===== config.mk =====
export PLATFORM = sky130hd
export DESIGN_NAME = dbus_uncached_bridge_flat
export DESIGN_NICKNAME = d
export VERILOG_FILES = /design/src/rtl/dbus_uncached_bridge_if.sv /design/src/rtl/dbus_uncached_bridge.sv /design/src/flat_wrapper.sv
export SDC_FILE = /design/constraint.sdc
export NUM_CORES = 1
export LEC_CHECK = 0
export BUFFER_PORTS_ARGS = -buffer_cell sky130_fd_sc_hd__buf_4
export CAP_MARGIN = 20
export CORE_MARGIN = 4
export CORE_UTILIZATION = 30
export DETAILED_ROUTE_END_ITERATION = 10
export GPL_TIMING_DRIVEN = 0
export PLACE_DENSITY = 0.53
export SYNTH_ARGS = -nofsm -noshare
export SYNTH_HDL_FRONTEND = slang
export SYNTH_SLANG_ARGS = --single-unit

===== constraint.sdc =====
create_clock -name clk -period 4.3 [get_ports clk]
set_input_delay 0.86 -clock clk [delete_from_list [all_inputs] [get_ports clk]]
set_output_delay 0.86 -clock clk [all_outputs]
set_load 0.02 [all_outputs]

===== src/rtl/dbus_uncached_bridge_if.sv =====
// Bundle of the CPU data-bus slave port and the valid/grant memory channel.
// The bridge takes the slave view; the CPU/memory environment takes the master view.
interface dbus_uncached_bridge_if #(
  parameter int ADDR_WIDTH = 32
);
  logic                  dbus_read;
  logic                  dbus_write;
  logic [ADDR_WIDTH-1:0] dbus_address;
  logic [3:0]            dbus_byteenable;
  logic [31:0]           dbus_wrdata;
  logic                  dbus_stall;
  logic [31:0]           dbus_rddata;

  logic                  mem_req;
  logic                  mem_we;
  logic [ADDR_WIDTH-1:0] mem_addr;
  logic [3:0]            mem_be;
  logic [31:0]           mem_wdata;
  logic                  mem_gnt;
  logic                  mem_rvalid;
  logic [31:0]           mem_rdata;

  modport slave (
    input  dbus_read, dbus_write, dbus_address, dbus_byteenable, dbus_wrdata,
    output dbus_stall, dbus_rddata,
    output mem_req, mem_we, mem_addr, mem_be, mem_wdata,
    input  mem_gnt, mem_rvalid, mem_rdata
  );

  modport master (
    output dbus_read, dbus_write, dbus_address, dbus_byteenable, dbus_wrdata,
    input  dbus_stall, dbus_rddata,
    input  mem_req, mem_we, mem_addr, mem_be, mem_wdata,
    output mem_gnt, mem_rvalid, mem_rdata
  );
endinterface


===== src/rtl/dbus_uncached_bridge.sv =====
// Uncached data-bus bridge: stores are posted through a FIFO write buffer,
// loads wait for the buffer to drain and then issue one memory read.
module dbus_uncached_bridge #(
  parameter int WB_DEPTH   = 4,
  parameter int ADDR_WIDTH = 32
) (
  input  logic                 clk,
  input  logic                 rst,
  dbus_uncached_bridge_if.slave bus
);
  localparam int PTR_W = $clog2(WB_DEPTH);
  localparam int CNT_W = PTR_W + 1;
  localparam logic [CNT_W-1:0] FULL_CNT = CNT_W'(WB_DEPTH);

  typedef enum logic [2:0] {
    IDLE,
    DRAIN,
    RD_REQ,
    RD_WAIT,
    RESP
  } state_e;

  state_e               state_q, state_d;
  logic [PTR_W-1:0]     wr_ptr_q, wr_ptr_d;
  logic [PTR_W-1:0]     rd_ptr_q, rd_ptr_d;
  logic [CNT_W-1:0]     count_q, count_d;
  logic [31:0]          rddata_q, rddata_d;

  logic [ADDR_WIDTH-1:0] wb_addr_q [WB_DEPTH];
  logic [3:0]            wb_be_q   [WB_DEPTH];
  logic [31:0]           wb_data_q [WB_DEPTH];

  logic                  wb_empty, wb_full, push, pop, drain_active, load_stall;
  logic                  mem_req, mem_we;
  logic [ADDR_WIDTH-1:0] mem_addr;
  logic [3:0]            mem_be;
  logic [31:0]           mem_wdata;

  assign wb_empty = (count_q == '0);
  assign wb_full  = (count_q == FULL_CNT);
  // A simultaneous read wins: the store half of a read+write request is dropped.
  assign push         = bus.dbus_write & ~bus.dbus_read & ~wb_full;
  assign drain_active = ((state_q == IDLE) || (state_q == DRAIN)) && !wb_empty;
  assign pop          = drain_active & bus.mem_gnt;

  always_comb begin
    wr_ptr_d = wr_ptr_q;
    rd_ptr_d = rd_ptr_q;
    count_d  = count_q;
    if (push) wr_ptr_d = wr_ptr_q + 1'b1;
    if (pop)  rd_ptr_d = rd_ptr_q + 1'b1;
    case ({push, pop})
      2'b10:   count_d = count_q + 1'b1;
      2'b01:   count_d = count_q - 1'b1;
      default: count_d = count_q;
    endcase
  end

  // Buffer storage carries no reset; only the pointers and count define validity.
  always_ff @(posedge clk) begin
    if (push) begin
      wb_addr_q[wr_ptr_q] <= bus.dbus_address;
      wb_be_q[wr_ptr_q]   <= bus.dbus_byteenable;
      wb_data_q[wr_ptr_q] <= bus.dbus_wrdata;
    end
  end

  always_ff @(posedge clk) begin
    if (rst) begin
      state_q  <= IDLE;
      wr_ptr_q <= '0;
      rd_ptr_q <= '0;
      count_q  <= '0;
      rddata_q <= '0;
    end else begin
      state_q  <= state_d;
      wr_ptr_q <= wr_ptr_d;
      rd_ptr_q <= rd_ptr_d;
      count_q  <= count_d;
      rddata_q <= rddata_d;
    end
  end

  always_comb begin
    state_d    = state_q;
    rddata_d   = rddata_q;
    load_stall = 1'b0;
    mem_req    = 1'b0;
    mem_we     = 1'b0;
    mem_addr   = '0;
    mem_be     = '0;
    mem_wdata  = '0;

    if (drain_active) begin
      mem_req   = 1'b1;
      mem_we    = 1'b1;
      mem_addr  = wb_addr_q[rd_ptr_q];
      mem_be    = wb_be_q[rd_ptr_q];
      mem_wdata = wb_data_q[rd_ptr_q];
    end

    case (state_q)
      IDLE: begin
        if (bus.dbus_read) begin
          load_stall = 1'b1;
          state_d    = wb_empty ? RD_REQ : DRAIN;
        end
      end
      DRAIN: begin
        load_stall = 1'b1;
        if (count_d == '0) state_d = RD_REQ;
      end
      RD_REQ: begin
        load_stall = 1'b1;
        mem_req    = 1'b1;
        mem_we     = 1'b0;
        mem_addr   = bus.dbus_address;
        mem_be     = bus.dbus_byteenable;
        if (bus.mem_gnt) state_d = RD_WAIT;
      end
      RD_WAIT: begin
        load_stall = 1'b1;
        if (bus.mem_rvalid) begin
          rddata_d = bus.mem_rdata;
          state_d  = RESP;
        end
      end
      RESP:    state_d = IDLE;
      default: state_d = IDLE;
    endcase
  end

  assign bus.dbus_stall  = load_stall | (bus.dbus_write & wb_full);
  assign bus.dbus_rddata = rddata_q;
  assign bus.mem_req     = mem_req;
  assign bus.mem_we      = mem_we;
  assign bus.mem_addr    = mem_addr;
  assign bus.mem_be      = mem_be;
  assign bus.mem_wdata   = mem_wdata;
endmodule


===== src/flat_wrapper.sv =====
// flat-port wrapper written by rule: the top's interface ports become plain ports
module dbus_uncached_bridge_flat 
#(
  parameter int WB_DEPTH   = 4,
  parameter int ADDR_WIDTH = 32
)
  (clk, rst, bus_dbus_read, bus_dbus_write, bus_dbus_address, bus_dbus_byteenable, bus_dbus_wrdata, bus_dbus_stall, bus_dbus_rddata, bus_mem_req, bus_mem_we, bus_mem_addr, bus_mem_be, bus_mem_wdata, bus_mem_gnt, bus_mem_rvalid, bus_mem_rdata);
  dbus_uncached_bridge_if #(.ADDR_WIDTH(ADDR_WIDTH)) bus_i ();
  input  logic clk;
  input  logic rst;
  input wire logic [$bits(bus_i.dbus_read)-1:0] bus_dbus_read;
  input wire logic [$bits(bus_i.dbus_write)-1:0] bus_dbus_write;
  input wire logic [$bits(bus_i.dbus_address)-1:0] bus_dbus_address;
  input wire logic [$bits(bus_i.dbus_byteenable)-1:0] bus_dbus_byteenable;
  input wire logic [$bits(bus_i.dbus_wrdata)-1:0] bus_dbus_wrdata;
  output wire logic [$bits(bus_i.dbus_stall)-1:0] bus_dbus_stall;
  output wire logic [$bits(bus_i.dbus_rddata)-1:0] bus_dbus_rddata;
  output wire logic [$bits(bus_i.mem_req)-1:0] bus_mem_req;
  output wire logic [$bits(bus_i.mem_we)-1:0] bus_mem_we;
  output wire logic [$bits(bus_i.mem_addr)-1:0] bus_mem_addr;
  output wire logic [$bits(bus_i.mem_be)-1:0] bus_mem_be;
  output wire logic [$bits(bus_i.mem_wdata)-1:0] bus_mem_wdata;
  input wire logic [$bits(bus_i.mem_gnt)-1:0] bus_mem_gnt;
  input wire logic [$bits(bus_i.mem_rvalid)-1:0] bus_mem_rvalid;
  input wire logic [$bits(bus_i.mem_rdata)-1:0] bus_mem_rdata;
  assign bus_i.dbus_read = bus_dbus_read;
  assign bus_i.dbus_write = bus_dbus_write;
  assign bus_i.dbus_address = bus_dbus_address;
  assign bus_i.dbus_byteenable = bus_dbus_byteenable;
  assign bus_i.dbus_wrdata = bus_dbus_wrdata;
  assign bus_dbus_stall = bus_i.dbus_stall;
  assign bus_dbus_rddata = bus_i.dbus_rddata;
  assign bus_mem_req = bus_i.mem_req;
  assign bus_mem_we = bus_i.mem_we;
  assign bus_mem_addr = bus_i.mem_addr;
  assign bus_mem_be = bus_i.mem_be;
  assign bus_mem_wdata = bus_i.mem_wdata;
  assign bus_i.mem_gnt = bus_mem_gnt;
  assign bus_i.mem_rvalid = bus_mem_rvalid;
  assign bus_i.mem_rdata = bus_mem_rdata;
  dbus_uncached_bridge #(.WB_DEPTH(WB_DEPTH), .ADDR_WIDTH(ADDR_WIDTH)) u_core (.clk(clk), .rst(rst), .bus(bus_i));
endmodule

# Word-level counts from Yosys, hierarchy flattened

Memory sizes are Yosys's and may differ from the RTL's. A register that Yosys moved wholly into a read port is not among the register bits.
Index checks and enable logic that the tools add are counted.

Multiplexer cells: 25
Reduce and logical (&&, ||, !) cells: 9
$add $sub $neg: 4
Bitwise gates (word level): 7
Eq/ne operators: 10

Operator list:

| operator            | count |
|---|---|
| $mux 32             | 3 |
| $mux 2              | 7 |
| $mux 3              | 4 |
| $pmux 3 s4          | 1 |
| $logic_not 3->1     | 3 |
| $mux 4              | 2 |
| $ne 2x2->1 const B  | 4 |
| $eq 3x2->1 const B  | 2 |
| $mux 1              | 6 |
| $pmux 3 s2          | 1 |
| $add 2x1->2 const B | 2 |
| $and 1x1->1         | 4 |
| $reduce_and 4->1    | 1 |
| $add 3x1->3 const B | 1 |
| $eq 3x1->1 const B  | 1 |
| $eq 3x3->1 const B  | 1 |
| $reduce_or 3->1     | 1 |
| $sub 3x1->3 const B | 1 |
| $eq 2x1->1 const B  | 1 |
| $eq 2x2->1 const B  | 1 |
| $not 1->1           | 2 |
| $pmux 1 s2          | 1 |
| $reduce_and 2->1    | 1 |
| $logic_and 1x1->1   | 1 |
| 3 further kinds     | 3 |

Input bits: 106
Memory bits (writable): 272
Memories: 3
Logic and storage cells: 63
Register bits after elaboration: 42

Memories:

| name             | depth | width | rd ports | clocked after memory_dff | write ports | RTL line                   | RTL |
|---|---|---|---|---|---|---|---|
| u_core.wb_addr_q | 4     | 32    | 1        | 1                        | 1           | dbus_uncached_bridge.sv:29 | `logic [ADDR_WIDTH-1:0] wb_addr_q [WB_DEPTH];` |
| u_core.wb_data_q | 4     | 32    | 1        | 1                        | 1           | dbus_uncached_bridge.sv:31 | `logic [31:0] wb_data_q [WB_DEPTH];` |
| u_core.wb_be_q   | 4     | 4     | 1        | 1                        | 1           | dbus_uncached_bridge.sv:30 | `logic [3:0] wb_be_q [WB_DEPTH];` |

# Logic depth before layout (Yosys ltp)

Gate-level depths: netlist of run 1.

Depth in word-level cells: 9
Mapped depth: 10
Depth with buffers taken out: 10

# Least setup slack after synthesis of run 1

No wires, ideal clock.

Path kind: input to register
From: in bus_dbus_read
To: mem u_core.wb_addr_q[1][0] (enable)
Path buffers: 0
Setup time: 0.433 ns
Stages: 3
Arrival: 2.990 ns
Setup slack: 0.877 ns
Cells stage by stage: nand2b_1 a21oi_1 and2_1

Cells in the longest elaborated chain, start to end: 5

Ends and longest elaborated chain:

| element                      | RTL line                   | RTL |
|---|---|---|
| start: declaration           | flat_wrapper.sv:11         | `input wire logic [$bits(bus_i.dbus_read)-1:0] bus_dbus_read;` |
| $not 1->1                    | dbus_uncached_bridge.sv:42 | `assign push = bus.dbus_write & ~bus.dbus_read & ~wb_full;` |
| $and 1x1->1 (2 in a row)     | dbus_uncached_bridge.sv:42 |  |
| $mux 1                       | dbus_uncached_bridge.sv:61 | `if (push) begin` |
| $mux 1 (not written as such) | dbus_uncached_bridge.sv:62 | `wb_addr_q[wr_ptr_q] <= bus.dbus_address;` |
| end: declaration             | dbus_uncached_bridge.sv:29 |  |

No other way between the ends.

==> results of run 1 <==
==> where the power goes <==
part / internal, uW / leakage (uW) / switching (uW)
clock: 1740 / 0.000553 / 1180
combinational: 780 / 0.00216 / 972
sequential: 3430 / 0.00283 / 33.5
total: 5950 / 0.00554 / 2180
==> layout make-up <==
cell class                 instances  area share, %
buffer                            45           1.62
clock buffer                      53           6.64
clock inverter                    14          0.632
inverter                           7          0.168
multi-input combinational        294           18.3
sequential                       316           57.8
tap                              525           4.20
timing repair buffer             211           10.6
==> cells by family after synthesis <==
group                      share of synthesized area [%]
DFF                                                 74.3
xor gates and xnor gates                           0.360
and+or+nand+nor                                     5.11
buffers and inverters                               2.29
AOI/OAI and AO/OA                                   4.52
muxes                                               12.7
adders and majority gates                          0.678
==> cells in the mapped netlist, types with 5 or more instances <==
cell type and number:
dfxtp_1 44, clkbuf_1 19, a21oi_1 37, inv_1 7, nand2_1 66, and2_1 5, buf_2 22, nor2_1 15
a22o_1 36, and3_1 33, mux4_2 68, edfxtp_1 272, ha_1 5
==> state kept, by name, indices dropped and copies added, names as in the netlist, named ones only <==
| name | count |
|---|---|
| u_core.wb_addr_q | 128 |
| u_core.wb_data_q | 128 |
| u_core.bus.dbus_rddata | 32 |
| u_core.wb_be_q | 16 |
| u_core.count_q | 3 |
| u_core.state_q | 3 |
| u_core.rd_ptr_q | 2 |
| u_core.wr_ptr_q | 2 |
==> worst min path at each step <==
stage / depth (start not counted) / endpoint / slack [ns]
final: 2 / u_core.bus.dbus_rddata[11]$_SDFFE_PP0P_ / 0.45
after global routing: 2 / u_core.bus.dbus_rddata[20]$_SDFFE_PP0P_ / 0.47
after CTS: 2 / u_core.bus.dbus_rddata[3]$_SDFFE_PP0P_ / 0.45
after detailed placement: 2 / u_core.bus.dbus_rddata[3]$_SDFFE_PP0P_ / 0.45
after global placement: 2 / u_core.bus.dbus_rddata[5]$_SDFFE_PP0P_ / 0.44
after floorplan: 2 / register / 0.48
==> worst max-delay path, delay by kind of cell, from the launching register on <==
family / cells / cell delay (ns)
flip-flops: 1 / 0.30
buffers and inverters: 4 / 1.39
multiplexers: 1 / 0.39
AO/OA/AOI/OAI: 1 / 0.20
==> metrics by stage <==
step | instance area [um2] | hold slack [ns] | setup TNS (ns) | total power (uW)
global route | 15600 | 0.471 | 0 | 8540
finish | 15600 | 0.454 | 0 | 8140
CTS | 15600 | 0.455 | 0 | 8310
global placement | 14400 | 0.444 | -269.78 | 5330
detailed placement | 14500 | 0.447 | 0 | 5340
floorplan | 12200 | 0.485 | 0 | 4580
==> layout by cell type (no fill, tap or decap), types with 2 or more instances in the layout <==
cell type	Yosys	final
xor2_1	3	3
ha_1	5	5
mux2i_1	2	2
mux4_2	68	68
clkbuf_1	19	32
a22o_1	36	36
clkinv_2	0	5
buf_12	3	3
buf_2	22	22
nor2_1	15	15
nand3_1	2	2
dfxtp_1	44	44
edfxtp_1	272	272
buf_4	0	207
clkbuf_16	0	39
o21a_1	2	2
nand2b_1	2	2
xnor2_1	2	2
or2_2	2	2
and3_1	33	33
nor3_1	4	4
inv_1	7	7
nand2_1	66	66
and2_4	0	4
or3_1	2	2
o21ai_0	2	2
buf_16	0	4
clkinv_1	0	5
a21oi_1	37	37
==> layer usage <==
metal,vias to the layer above,GRT usage (%),routed length [um]
met4,0,4.07,621
li1,3126,-,-
met5,-,0,0
met1,3420,16.7,12200
met3,47,3.60,1790
met2,175,21.8,14400
==> run_results.csv, run 1 <==
group,metric,value,unit
layout,final_cell_count_no_fill,1465,
worst_setup_path,path_cells,"clkbuf_1 -> buf_2 -> buf_2 -> mux4_2 -> a22o_1 -> buf_4",
cts,htreeDepth,2,
timing,finalHoldViolCount,0,
synth,yosys-top-cells-area,"edfxtp_1 67%, mux4_2 13%, dfxtp_1 7.2%",
global_route,grt_pass1_vias,7257,
timing,fmax,273,MHz
worst_setup_path,cpMaxStageDelayCell,"buf_2",
timing,slew_viol_final,0,
global_route,grt_overflow,0,
cts,cts_sinks,316,
floorplanning,die_w,209,um
timing,rsz0062_at_grt,"false",
cts,clk_latency,0.53,ns
power,vdd_drop_max,0.348,mV
drt,drt-initial-drc-count,304,
floorplanning,chipHeight,209,um
timing,setup_ws,0.638,ns
layout,area_delta_synth_final,28.5,%
global_route,track_usage,13.1,%
synth,synthesis.nets,774,
worst_setup_path,crit_arrival,2.80,ns
flow_run,cap_violations,0,
timing,tightest_slew,0.729,ns
drt,routedWlPerCell,19.8,um
floorplanning,io_pins,209,
cts,clk_pin_slew,0.05,ns
worst_setup_path,required,3.44,ns
power,powerDensity,520,nW/um2
cts,root_buffer,"clkbuf_16",
floorplanning,start_util,30.5,%
cts,cts_buffers,37,
worst_setup_path,crit_type,"reg2out",
timing,relSlewSlack,51.4,%
worst_setup_path,max_stage_delay,0.46,ns
floorplanning,fp.coreArea,39900,um2
cts,cts_resized,0,
cts,tritoncts,"yes",
min_path,hold_path_startpoint,"u_core.bus.dbus_rddata[11]$_SDFFE_PP0P_",
worst_setup_path,cp-end-kind,"output port",
synth,synth_area,12200,um2
place,place_ws,1.01,ns
worst_setup_path,reg2reg_from,"u_core.count_q[2]$_SDFF_PP0_",
synth,synth_top_area_share,67.1,%
place,portBuffers,207,
synth,syn_avg_cell_area,18.4,um2
timing,setup_viol_count_final,0,
layout,drive_gt1_share,38.3,%
drt,wirelength,29.0,mm
worst_setup_path,worst_setup_path_start_kind,"register",
min_path,worstHoldPathType,"reg2reg",
timing,period_share,85.2,%
place,placed_cells,1398,
drt,postRouteAntennaNets,0,
synth,synth-edff-count,272,
global_route,antenna_found_initial,1,
synth,ys_ff_latch,316,
layout,seq_area,9050,um2
drt,vias_per_cell,4.62,
worst_setup_path,r2r_slack,1.48,ns
worst_setup_path,rr_endpoint,"u_core.state_q[0]$_SDFFE_PP0P_",
worst_setup_path,reg2reg_depth,10,
synth,synthDistinctLibCells,31,
worst_setup_path,endpoint,"bus_mem_addr[23]",
drt,drc,0,
synth,ys_warn_count,0,
drt,first_pass_iters,4,
global_route,grt_max_degree,43,
synth,synth_top_area_cell,"edfxtp_1",
layout,final_util,39.2,%
synth,syn_inst,662,
layout,num_antenna_cells,0,
global_route,grt_pass1_wl,44.2,mm
floorplanning,dieArea,43900,um2
cts,post_cts_buffers,0,
worst_setup_path,worst_path_most_repeated_cell,"buf_2",
place,place_congestion,0.706,
layout,multiInputGateArea,2860,um2
floorplanning,rows,73,
layout,fin_nets,1024,
synth,yosysSeqAreaShare,74.3,%
outcome,status,"finished, final reports clean",
timing,fin_crit,3.66,ns
worst_setup_path,path_max_fanout,10,
place,dp.final_hpwl,18.5,mm
synth,synthArstFlopShare,0,%
drt,vias,6768,
synth,synth_flop_cell,"edfxtp_1",
layout,num-fill-cells,3703,
timing,finalClockSkew,0.0179,ns
power,p_leak,0.00554,uW
cts,ctsHoldBuffers,0,
cts,clk_path_buf_depth,3,
(Power assumes the default switching activity.)
==> run 2: changes to the inputs <==
--- a/config.mk
+++ b/config.mk
@@ -9,6 +9,7 @@
 export CAP_MARGIN = 20
 export CORE_MARGIN = 4
 export CORE_UTILIZATION = 30
+export CTS_BUF_LIST = sky130_fd_sc_hd__clkbuf_2 sky130_fd_sc_hd__clkbuf_4 sky130_fd_sc_hd__clkbuf_8
 export DETAILED_ROUTE_END_ITERATION = 10
 export GPL_TIMING_DRIVEN = 0
 export PLACE_DENSITY = 0.53
==> run 2 against run 1 <==
- power decreased by 1.1%
- routed wire length increased by 0.89%
- sequential share of layout area about the same
- non-clock buffer count unchanged
- critical endpoint unchanged
- combinational power about the same
- design area about the same
- hold slack got worse by 0.0054 ns
- critical path depth unchanged
- global-route usage increased by 0.12 points
- via count increased by 1.3%
- clock power decreased by 3%
- maximum frequency decreased by 2.0%
- critical path type unchanged
==> run_results.csv, run 2 (synthesized netlist as in run 1, its figures left out) <==
group,metric,value,unit
place,dp.final_hpwl,18.5,mm
cts,htreeDepth,2,
outcome,status,"finished, final reports clean",
layout,final_util,39.2,%
worst_setup_path,r2r_slack,1.49,ns
drt,first_pass_iters,4,
place,portBuffers,207,
global_route,track_usage,13.2,%
layout,num_antenna_cells,0,
min_path,whs_path_depth,1,
timing,rsz0062_at_grt,"false",
power,switching_share,27.5,%
worst_setup_path,rr_endpoint,"u_core.state_q[0]$_SDFFE_PP0P_",
worst_setup_path,crit_arrival,2.88,ns
layout,drive_gt1_share,40.6,%
layout,final_cell_mix,"272 x edfxtp_1, 207 x buf_4, 68 x mux4_2",
power,power_switching,2210,uW
power,pwr-share-seq,43.1,%
cts,ctsHoldBuffers,0,
timing,finalClockSkew,0.0109,ns
layout,area_delta_synth_final,28.5,%
worst_setup_path,cp-end-kind,"output port",
timing,period_share,86.9,%
place,dpl_cell_area,14500,um2
timing,slew_viol_final,0,
floorplanning,start_util,30.5,%
power,p_leak,0.00557,uW
floorplanning,die_w,209,um
cts,post_cts_buffers,0,
timing,hold_ws,0.448,ns
worst_setup_path,crit_type,"reg2out",
global_route,grt_overflow,0,
worst_setup_path,path_max_fanout,10,
floorplanning,chipHeight,209,um
min_path,hold_path_startpoint,"bus_dbus_wrdata[24]",
cts,root_buffer,"clkbuf_8",
global_route,antenna_found_initial,1,
power,pwr-share-comb,21.8,%
timing,fmax,268,MHz
floorplanning,fp.coreArea,39900,um2
drt,vias,6857,
timing,tns,0,ns
drt,drc,0,
min_path,min_to,"u_core.wb_data_q[3][24]$_DFFE_PP_",
cts,cts_resized,0,
layout,seq_area,9050,um2
place,place_congestion,0.706,
drt,vias_per_cell,4.58,
global_route,grt_max_degree,43,
min_path,worstHoldPathType,"in2reg",
worst_setup_path,required,3.44,ns
floorplanning,io_pins,209,
timing,fin_crit,3.74,ns
timing,tightest_slew,0.724,ns
power,vdd_drop_max,0.267,mV
layout,design_area,15600,um2
power,powerDensity,514,nW/um2
layout,fin_nets,1042,
layout,final_common_cell,"edfxtp_1",
power,p_int,5830,uW
cts,clk_latency,0.61,ns
timing,relSlewSlack,51.7,%
timing,setup_viol_count_final,0,
worst_setup_path,worst_setup_path_start_kind,"register",
floorplanning,dieArea,43900,um2
cts,clk_path_buf_depth,3,
power,clkPwrFrac,35.1,%
flow_run,cap_violations,0,
layout,num-fill-cells,3701,
worst_setup_path,reg2reg_depth,10,
power,p_total,8040,uW
timing,finalHoldViolCount,0,
cts,clk_pin_slew,0.06,ns
drt,postRouteAntennaNets,0,
cts,cts_buffers,55,
global_route,grt_pass1_vias,7407,
layout,multiInputGateArea,2860,um2
global_route,grt_pass1_wl,44.6,mm
worst_setup_path,reg2reg_from,"u_core.count_q[2]$_SDFF_PP0_",
drt,routedWlPerCell,19.6,um
drt,wirelength,29.3,mm
cts,tritoncts,"yes",
drt,drt-initial-drc-count,310,
floorplanning,rows,73,
cts,cts_sinks,316,
[run 2: metrics by stage]
step	cells	setup slack, ns
after floorplan	662	0.877
after global placement	1394	-1.02
after detailed placement	1398	1.01
after CTS	1498	0.298
after global routing	1498	0.329
final	1498	0.564
[run 2: area by class of cell]
type | count | share of cell area (%)
Tap cell | 525 | 4.20
Clock inverter | 32 | 1.78
Inverter | 7 | 0.168
Sequential cell | 316 | 57.8
Timing Repair Buffer | 211 | 10.6
Buffer | 45 | 1.62
Multi-Input combinational cell | 294 | 18.3
Clock buffer | 68 | 5.50
[run 2: how the worst max path moves through the flow]
stage                             start                               end  slack (ns)  cells past startpoint
after floorplan           bus_dbus_read  u_core.wb_addr_q[1][0]$_DFFE_PP_        0.88                      3
after global placement    bus_dbus_read  u_core.wb_addr_q[2][1]$_DFFE_PP_       -1.02                      4
after detailed placement       register                  bus_mem_addr[23]        1.01                      6
after CTS                      register                  bus_mem_addr[23]        0.30                      6
after global routing           register                  bus_mem_addr[23]        0.33                      6
final                          register                  bus_mem_addr[23]        0.56                      6
[run 2: power by group through the flow]
stage	clock [uW]	sequential (uW)	combinational [uW]
2_1_floorplan	0	3540	1030
3_3_place_gp	0	3540	1790
3_5_place_dp	0	3530	1810
4_1_cts	2940	3470	1810
5_1_grt	3080	3470	1910
6_report	2820	3470	1750
[run 2: per-layer routing]
layer  up-vias  part of all wire (%)  track usage, %
met4         0                   2.0            4.52
met3        42                   6.6            3.99
met2       185                    49            21.8
met5         -                     0               0
met1      3460                    42            16.7
li1       3170                     -               -
[run 2: critical path, cell delays in order (launching register included)]
cell	delay [ns]
dfxtp_1	0.30
clkbuf_1	0.41
buf_2	0.45
buf_2	0.35
mux4_2	0.39
a22o_1	0.20
buf_4	0.15
==> run 3: changes to the inputs <==
--- a/config.mk
+++ b/config.mk
@@ -6,13 +6,13 @@
 export NUM_CORES = 1
 export LEC_CHECK = 0
 export BUFFER_PORTS_ARGS = -buffer_cell sky130_fd_sc_hd__buf_4
-export CAP_MARGIN = 20
 export CORE_MARGIN = 4
 export CORE_UTILIZATION = 30
 export CTS_BUF_LIST = sky130_fd_sc_hd__clkbuf_2 sky130_fd_sc_hd__clkbuf_4 sky130_fd_sc_hd__clkbuf_8
 export DETAILED_ROUTE_END_ITERATION = 10
 export GPL_TIMING_DRIVEN = 0
 export PLACE_DENSITY = 0.53
+export REMOVE_ABC_BUFFERS = 1
 export SYNTH_ARGS = -nofsm -noshare
 export SYNTH_HDL_FRONTEND = slang
 export SYNTH_SLANG_ARGS = --single-unit
==> run 3 against run 2 <==
- global-route usage down 0.47 points
- core utilization down 0.42 points
- flip-flop and latch count unchanged
- clock power down 8.2%
- die area unchanged
- routed wire length down 2.4%
- critical endpoint is now bus_mem_wdata[3]
- largest power group unchanged
==> run_results.csv, run 3 (synthesized netlist as in run 1, its figures left out) <==
group,metric,value,unit
worst_setup_path,cp-end-kind,"output port",
timing,setup_viol_count_final,0,
power,p_int,5650,uW
power,p_leak,0.00545,uW
cts,ctsHoldBuffers,0,
min_path,worstHoldPathType,"in2reg",
global_route,grt_pass1_wl,43.5,mm
layout,area_delta_synth_final,27.1,%
place,dp.final_hpwl,17.0,mm
drt,first_pass_iters,5,
drt,vias,6850,
power,switching_share,27.6,%
floorplanning,start_util,30.5,%
global_route,grt_max_degree,47,
global_route,antenna_found_initial,2,
timing,fin_crit,3.45,ns
cts,cts_buffers,54,
cts,cts_resized,0,
layout,final_cell_mix,"272 x edfxtp_1, 208 x buf_4, 68 x mux4_2",
worst_setup_path,path_max_fanout,34,
timing,relSlewSlack,13.9,%
power,vdd_drop_max,0.245,mV
timing,fmax,290,MHz
timing,period_share,80.3,%
layout,final_common_cell,"edfxtp_1",
worst_setup_path,worst_setup_path_start_kind,"register",
layout,drive_gt1_share,41.4,%
power,powerDensity,504,nW/um2
power,pwr-share-comb,21.9,%
drt,vias_per_cell,4.71,
worst_setup_path,required,3.44,ns
floorplanning,fp.coreArea,39900,um2
worst_setup_path,crit_arrival,2.59,ns
cts,tritoncts,"yes",
layout,fin_nets,1005,
floorplanning,rows,73,
power,pwr-share-seq,44.9,%
timing,slew_viol_final,0,
floorplanning,chipHeight,209,um
power,clkPwrFrac,33.2,%
drt,drt-initial-drc-count,379,
drt,wirelength,28.6,mm
timing,finalClockSkew,0.0218,ns
floorplanning,dieArea,43900,um2
layout,final_util,38.8,%
place,place_congestion,0.713,
cts,clk_pin_slew,0.06,ns
cts,clk_path_buf_depth,3,
outcome,status,"finished, final reports clean",
power,power_switching,2150,uW
timing,rsz0062_at_grt,"false",
cts,cts_sinks,316,
drt,routedWlPerCell,19.7,um
floorplanning,die_w,209,um
global_route,grt_overflow,0,
timing,tightest_slew,1.29,ns
flow_run,cap_violations,0,
power,p_total,7800,uW
place,portBuffers,208,
timing,finalHoldViolCount,0,
drt,drc,0,
drt,postRouteAntennaNets,0,
cts,root_buffer,"clkbuf_8",
worst_setup_path,crit_type,"reg2out",
global_route,grt_pass1_vias,7192,
cts,clk_latency,0.61,ns
global_route,track_usage,12.7,%
layout,final_cell_count_no_fill,1453,
layout,num_antenna_cells,0,
cts,post_cts_buffers,0,
cts,htreeDepth,2,
place,placed_cells,1362,
floorplanning,io_pins,209,
[run 3: cell types whose count changed in the layout (fill, tap and decap cells not counted), moves of 2 or more]
cell,before,now
buf_12,3,1
buf_16,4,8
buf_2,22,0
bufinv_16,5,1
clkbuf_1,19,0
clkbuf_4,12,21
clkinv_1,16,7
clkinv_2,7,2
dfxtp_1,44,42
dfxtp_4,0,2
nor2_1,15,13
[run 3: final cells by class]
class                   count  area (um2)
clock buffers              77         928
clock inverters            14        97.6
fillers                  3745       24400
inverters                   7        26.3
multi-input cells         294        2880
flip-flops and latches    316        9060
well taps                 525         657
repair buffers            220        1840
[run 3: through the flow]
| stage | instance area, um2 | setup TNS [ns] | hold slack [ns] | setup WS, ns |
|---|---|---|---|---|
| 6_report | 15500 | 0 | 0.450 | 0.848 |
| 5_1_grt | 15500 | 0 | 0.385 | 0.661 |
| 4_1_cts | 15500 | 0 | 0.375 | 0.627 |
| 3_5_place_dp | 14500 | 0 | 0.447 | 0.780 |
| 3_3_place_gp | 14100 | -440.77 | 0.443 | -2.16 |
| 2_1_floorplan | 11900 | -24.17 | 0.485 | -0.410 |
[run 3: critical path, cell delays in order, from the launching register on]
cell and delay (ns):
dfxtp_1 0.45, or3_1 1.01, and3_1 0.36, buf_4 0.16
[run 3: final timing paths]
path | start | end | slack (ns) | depth (start not counted)
hold reg to reg | u_core.bus.dbus_rddata[17]$_SDFFE_PP0P_ | u_core.bus.dbus_rddata[17]$_SDFFE_PP0P_ | 0.45 | 2
setup reg to reg | u_core.count_q[2]$_SDFF_PP0_ | u_core.state_q[0]$_SDFFE_PP0P_ | 0.89 | 9
hold / removal | bus_dbus_wrdata[0] | u_core.wb_data_q[2][0]$_DFFE_PP_ | 0.45 | 1
setup / recovery | u_core.count_q[2]$_SDFF_PP0_ | bus_mem_wdata[3] | 0.85 | 3
[run 3: power by group through the flow]
stage	combinational (uW)	sequential [uW]	clock [uW]
finish	1710	3510	2590
global route	1830	3520	2840
CTS	1750	3510	2700
detailed placement	1750	3570	0
global placement	1630	3660	0
floorplan	901	3620	0
[run 3: metal layers]
metal	track usage, %	up-vias	routed length [um]	share of wire (%)
met2	20.5	178	13800	48
met1	16.6	3528	12300	43
met3	3.90	51	1750	6.1
met4	4.10	4	659	2.3
li1	-	3089	-	-
met5	0	-	27	0.094
